--- config.mk ---
export PLATFORM = sky130hd
export DESIGN_NAME = pot_conditioner
export DESIGN_NICKNAME = d
export VERILOG_FILES = /design/src/rtl/pot_conditioner.sv
export SDC_FILE = /design/constraint.sdc
export NUM_CORES = 1
export LEC_CHECK = 0
export ABC_AREA = 0
export BUFFER_PORTS_ARGS = -buffer_cell sky130_fd_sc_hd__clkbuf_2
export CELL_PAD_IN_SITES_DETAIL_PLACEMENT = 0
export CELL_PAD_IN_SITES_GLOBAL_PLACEMENT = 2
export CORE_ASPECT_RATIO = 0.7
export CORE_MARGIN = 8
export CORE_UTILIZATION = 40
export DETAILED_ROUTE_END_ITERATION = 10
export GPL_TIMING_DRIVEN = 0
export PLACE_DENSITY = 0.83
export SYNTH_ARGS = -nofsm -noshare
export SYNTH_HDL_FRONTEND = slang
export SYNTH_SLANG_ARGS = --single-unit
--- constraint.sdc ---
create_clock -name CLK50 -period 11.65 [get_ports CLK50]
set_clock_uncertainty 0.2 [all_clocks]
set_input_delay 2.33 -clock CLK50 [delete_from_list [all_inputs] [get_ports CLK50]]
set_output_delay 2.33 -clock CLK50 [all_outputs]
set_load 0.05 [all_outputs]
--- src/rtl/pot_conditioner.sv ---
// Potentiometer conditioner: synchronised frame strobe, per-channel EMA and
// deadband. Define POT_HYST_EN to enable the hysteresis deadband and endpoint snap.

module pot_lane #(
    parameter int N    = 10,
    parameter int K    = 3,
    parameter int HYST = 4
) (
    input  logic         CLK50,
    input  logic         reset_n,
    input  logic         en,
    input  logic [N-1:0] x,
    output logic [N-1:0] pot,
    output logic         chg
);
    logic [N+K-1:0] acc;
    logic [N+K-1:0] acc_nxt;
    logic [N-1:0]   f;
    logic           primed;
    logic           upd;
`ifdef POT_HYST_EN
    logic signed [N:0] diff;
    logic [N:0]        d;
`endif

    always_comb begin
        acc_nxt = acc - (acc >> K) + {{K{1'b0}}, x};
        f       = acc_nxt[N+K-1:K];
`ifdef POT_HYST_EN
        diff = $signed({1'b0, f}) - $signed({1'b0, pot});
        d    = diff[N] ? (-diff) : diff;
        // endpoints snap even inside the deadband so full travel is reachable
        upd  = (d >= (N+1)'(HYST)) || (((f == '0) || (f == '1)) && (f != pot));
`else
        upd  = (f != pot);
`endif
    end

    always_ff @(posedge CLK50 or negedge reset_n) begin
        if (!reset_n) begin
            acc    <= '0;
            primed <= 1'b0;
            pot    <= '0;
            chg    <= 1'b0;
        end else begin
            chg <= 1'b0;
            if (en) begin
                if (!primed) begin
                    acc    <= {x, {K{1'b0}}};
                    pot    <= x;
                    primed <= 1'b1;
                    chg    <= 1'b1;
                end else begin
                    acc <= acc_nxt;
                    if (upd) begin
                        pot <= f;
                        chg <= 1'b1;
                    end
                end
            end
        end
    end
endmodule

module pot_conditioner #(
    parameter int CHANNELS = 2,
    parameter int N        = 10,
    parameter int K        = 3,
    parameter int HYST     = 4
) (
    input  logic                         CLK50,
    input  logic                         reset_n,
    input  logic [CHANNELS-1:0][N-1:0]   adc_in,
    input  logic                         valid,
    output logic [CHANNELS-1:0][N-1:0]   pot_out,
    output logic [CHANNELS-1:0]          changed,
    output logic                         busy,
    output logic                         overrun
);
    localparam int CW = (CHANNELS > 1) ? $clog2(CHANNELS) : 1;

    typedef enum logic {IDLE, UPDATE} state_t;

    state_t                       state, state_nxt;
    logic [CW-1:0]                c, c_nxt;
    logic [CHANNELS-1:0][N-1:0]   snap;
    logic                         snap_ld;
    logic                         ch_en;
    logic [2:0]                   vld_pipe;
    logic                         frame_edge;

    // s1/s2 synchronise the slow-domain level, s3 detects its rising edge
    assign frame_edge = vld_pipe[1] & ~vld_pipe[2];
    assign busy       = (state == UPDATE);

    always_ff @(posedge CLK50 or negedge reset_n) begin
        if (!reset_n) begin
            vld_pipe <= '0;
            state    <= IDLE;
            c        <= '0;
            snap     <= '0;
            overrun  <= 1'b0;
        end else begin
            vld_pipe <= {vld_pipe[1:0], valid};
            state    <= state_nxt;
            c        <= c_nxt;
            overrun  <= frame_edge & (state == UPDATE);
            if (snap_ld)
                snap <= adc_in;
        end
    end

    always_comb begin
        state_nxt = state;
        c_nxt     = c;
        snap_ld   = 1'b0;
        ch_en     = 1'b0;
        case (state)
            IDLE: begin
                if (frame_edge) begin
                    snap_ld   = 1'b1;
                    c_nxt     = '0;
                    state_nxt = UPDATE;
                end
            end
            UPDATE: begin
                ch_en = 1'b1;
                c_nxt = c + CW'(1);
                if (c == CW'(CHANNELS-1))
                    state_nxt = IDLE;
            end
            default: state_nxt = IDLE;
        endcase
    end

    for (genvar i = 0; i < CHANNELS; i++) begin : g_lane
        pot_lane #(.N(N), .K(K), .HYST(HYST)) u_lane (
            .CLK50   (CLK50),
            .reset_n (reset_n),
            .en      (ch_en && (c == CW'(i))),
            .x       (snap[i]),
            .pot     (pot_out[i]),
            .chg     (changed[i])
        );
    end
endmodule
==> flow_summary.toml <==
[logic_synthesis]
synth.most_common_cell = "sky130_fd_sc_hd__inv_1"
number_of_synthesized_register_bits = 76
yosys.cell_types.count = 73
post-synth-top-area-cell = "sky130_fd_sc_hd__dfrtp_1"
synth_ff_type = "sky130_fd_sc_hd__dfrtp_1"
synth_enable_flop_cells = 0
synth-seq-area-share_pct = 34.0
yosys-top-cells-area = "sky130_fd_sc_hd__dfrtp_1 34%, sky130_fd_sc_hd__fa_1 7.1%, sky130_fd_sc_hd__inv_1 7.0%"
ys.warnings.count = 0
netlist.area_leader.share_pct = 34.0
syn_area_um2 = 5600
post_synth.cell_area_avg_um2 = 9.15
synthTopCellsByCount = "104 x sky130_fd_sc_hd__inv_1, 76 x sky130_fd_sc_hd__dfrtp_1, 55 x sky130_fd_sc_hd__o21ai_0"
synth-async-reset-ratio_pct = 100
postSynthCellCount = 612
postSynthNetCount = 681

[min_path]
hp-class = "register to register"
worst_hold_path.num_cells = 0

[routing]
drt-vias-per-instance = 5.16
drt.antenna.violating_nets = 0
detail_route.drc_violations = 0
wl_per_cell_um = 17.5
detail_route.wirelength_um = 15100
drtPass1Iterations = 5
routed-via-count = 4466
detailedRoute.firstIterationViolations = 296

[clocking]
clk_lat_worst_skew_ns = 0.34
postCtsSetupRepairBufs = 0
postCtsResizedCells = 0
h-tree-depth = 3
hold_buffers = 0
worst_setup_hold_path_clk_slew_ns = 0.06
number_of_clock_sinks = 76
tritoncts = "yes"
numCtsBuffers = 9
clockRootBuffer = "sky130_fd_sc_hd__clkbuf_16"
max-clock-path-buffers = 2

[cells_and_area]
fraction_of_layout_instances_using_a_drive_strength_above_1_pct = 14.7
number_of_nets_at_the_end_of_the_flow = 739
regArea_um2 = 1900
finish.instance_area_um2 = 6400
multi_input_comb_area_um2 = 3150
nFillCells = 1371
area.growth.synth_to_final_pct = 14.3
antennaDiodeCount = 0

[floorplanning]
starting_utilization_of_the_core_area_pct = 40.6
io_pins = 47
fp.dieH_um = 115
die-width_um = 157
placement_rows = 36
die_area_um2 = 18100
placeableCoreArea_um2 = 13800

[placed_design]
port_buf_inserts = 46
dpl_hpwl_um = 11800
final_weighted_congestion_in_routability_driven_placement = 0.789
place_area_um2 = 6100

[sta]
tightestPinTransition_ns = 0.785
final.hold.worst_slack_ns = 0.155
timing_max_transition_violations_final = 0
finalSetupTns_ns = 0
setup_repair_after_global_routing_missed_its_margin = "false"
fmax_achieved_ghz = 0.226
hold_viol_final = 0
setup_viol_count_final = 0
layout_min_cycle_time_ns = 4.42
slew_headroom_pct = 47.6
finalCritPeriodShare_pct = 37.9

[global_routing]
grt_first_pass_wirelength_um = 24700
grt_use_total_pct = 17.7
grt_antenna_before_repair = 0
first_global_vias = 4510
globalRouteOverflowTotal = 0
pin_count_of_the_biggest_net_entering_global_routing = 45

[worst_setup_path]
crit_arrival_ns = 4.48
slowest_stage = "sky130_fd_sc_hd__fa_1"
worst_path_largest_cell_delay_ns = 0.53
critical_path_required_ns = 11.71
critPathLaunchType = "register"
crit_chain = "inv_1, fa_1, inv_1, ha_1, clkbuf_1, and3_1, a211oi_1, nand3_1, or4_1, and3_1, xnor2_1, a31oi_1, buf_2, mux2i_1"
critPathCaptureType = "register"
worst-r2r-cell-count = 14
path_max_fanout = 10
critical_path_class = "register to register"

[status]
status = "finished, final reports clean"

[run]
max_cap_viol_count = 0
==> final cells by class <==
cell class / count / share of cell area [%]
clock buffer: 12 / 4.01
tap: 190 / 3.71
multi-input combinational: 400 / 49.2
clock inverter: 4 / 0.743
buffer: 32 / 2.46
sequential: 76 / 29.7
inverter: 104 / 6.10
timing repair buffer: 47 / 4.06
==> final timing paths <==
kind                                                     start                              endpoint  slack (ns)
max                        g_lane[0].u_lane.acc[8]$_DFFE_PN0P_   g_lane[0].u_lane.pot[9]$_DFFE_PN0P_        7.23
min                                      vld_pipe[0]$_DFF_PN0_                 vld_pipe[1]$_DFF_PN0_        0.15
max reg2reg                g_lane[0].u_lane.acc[8]$_DFFE_PN0P_   g_lane[0].u_lane.pot[9]$_DFFE_PN0P_        7.23
min reg2reg                              vld_pipe[0]$_DFF_PN0_                 vld_pipe[1]$_DFF_PN0_        0.15
max in group asynchronous                              reset_n  g_lane[0].u_lane.acc[10]$_DFFE_PN0P_        8.84
min in group asynchronous                              reset_n                   snap[2]$_DFFE_PN0P_        1.80
==> through the flow <==
| step | utilization [%] | std cells | setup slack (ns) |
|---|---|---|---|
| 2_1_floorplan | - | 612 | 7.84 |
| 3_3_place_gp | 44.0 | 848 | 7.23 |
| 3_5_place_dp | 44.2 | 849 | 7.34 |
| 4_1_cts | 46.5 | 865 | 7.26 |
| 5_1_grt | 46.5 | 865 | 6.89 |
| 6_report | 46.5 | 865 | 7.23 |
==> state kept, by name (all words and copies together) (netlist names) <==
| register | count |
|---|---|
| vld_pipe | 3 |
| g_lane.u_lane.acc | 26 |
| g_lane.u_lane.primed | 2 |
| c | 1 |
| busy | 1 |
| overrun | 1 |
| snap | 20 |
| g_lane.u_lane.pot | 20 |
| g_lane.u_lane.chg | 2 |
==> critical path: cells and delay by family, from the launching register on <==
| kind | cells | cell delay [ns] |
|---|---|---|
| compound gates | 2 | 0.56 |
| xor+xnor | 1 | 0.20 |
| fa+ha+maj | 2 | 0.81 |
| buf+inv | 4 | 0.75 |
| flops | 1 | 0.40 |
| mux | 1 | 0.25 |
| simple gates | 4 | 1.16 |
==> cell families (layout without fill, tap and decap cells) <==
family,count (synthesis),count (layout),share of synthesized area (%)
xor+xnor,38,38,6.84
compound gates,135,135,16.4
buf+inv,136,199,9.79
simple gates,145,145,13.5
flops,76,76,34.0
mux,36,36,6.64
fa+ha+maj,46,46,13.0
==> layout by cell type, fill, tap and decap left out, drive strengths merged, types with 3 or more instances in the layout <==
| cell type | netlist | final |
|---|---|---|
| nor4 | 6 | 6 |
| mux2 | 6 | 6 |
| a31oi | 3 | 3 |
| fa | 20 | 20 |
| and3 | 5 | 5 |
| nand3b | 3 | 3 |
| clkbuf | 19 | 77 |
| nand2 | 47 | 47 |
| a21oi | 20 | 20 |
| dfrtp | 76 | 76 |
| a21o | 10 | 10 |
| nand3 | 13 | 13 |
| nor2b | 6 | 6 |
| nor3 | 10 | 10 |
| nand2b | 7 | 7 |
| nand4 | 4 | 4 |
| xnor2 | 28 | 28 |
| o21a | 4 | 4 |
| nor2 | 19 | 19 |
| inv | 104 | 104 |
| o21ai | 56 | 56 |
| or2 | 5 | 5 |
| a211oi | 5 | 5 |
| o22ai | 3 | 3 |
| ha | 26 | 26 |
| mux2i | 30 | 30 |
| o211ai | 4 | 4 |
| and2 | 7 | 7 |
| o2111ai | 5 | 5 |
| xor2 | 7 | 7 |
| buf | 13 | 14 |
| o21bai | 4 | 4 |
| or3 | 6 | 6 |
==> per-layer routing <==
layer	track usage, %	vias to the layer above	part of all wire (%)
met1	27.5	2166	54
met3	4.88	11	6.9
li1	-	2169	-
met2	23.5	120	38
met5	0	-	0
met4	3.60	0	0.72
Power is left out: the tool's default activity adds up to more than one toggle a clock period on the data nets, which glitch-free logic cannot reach.
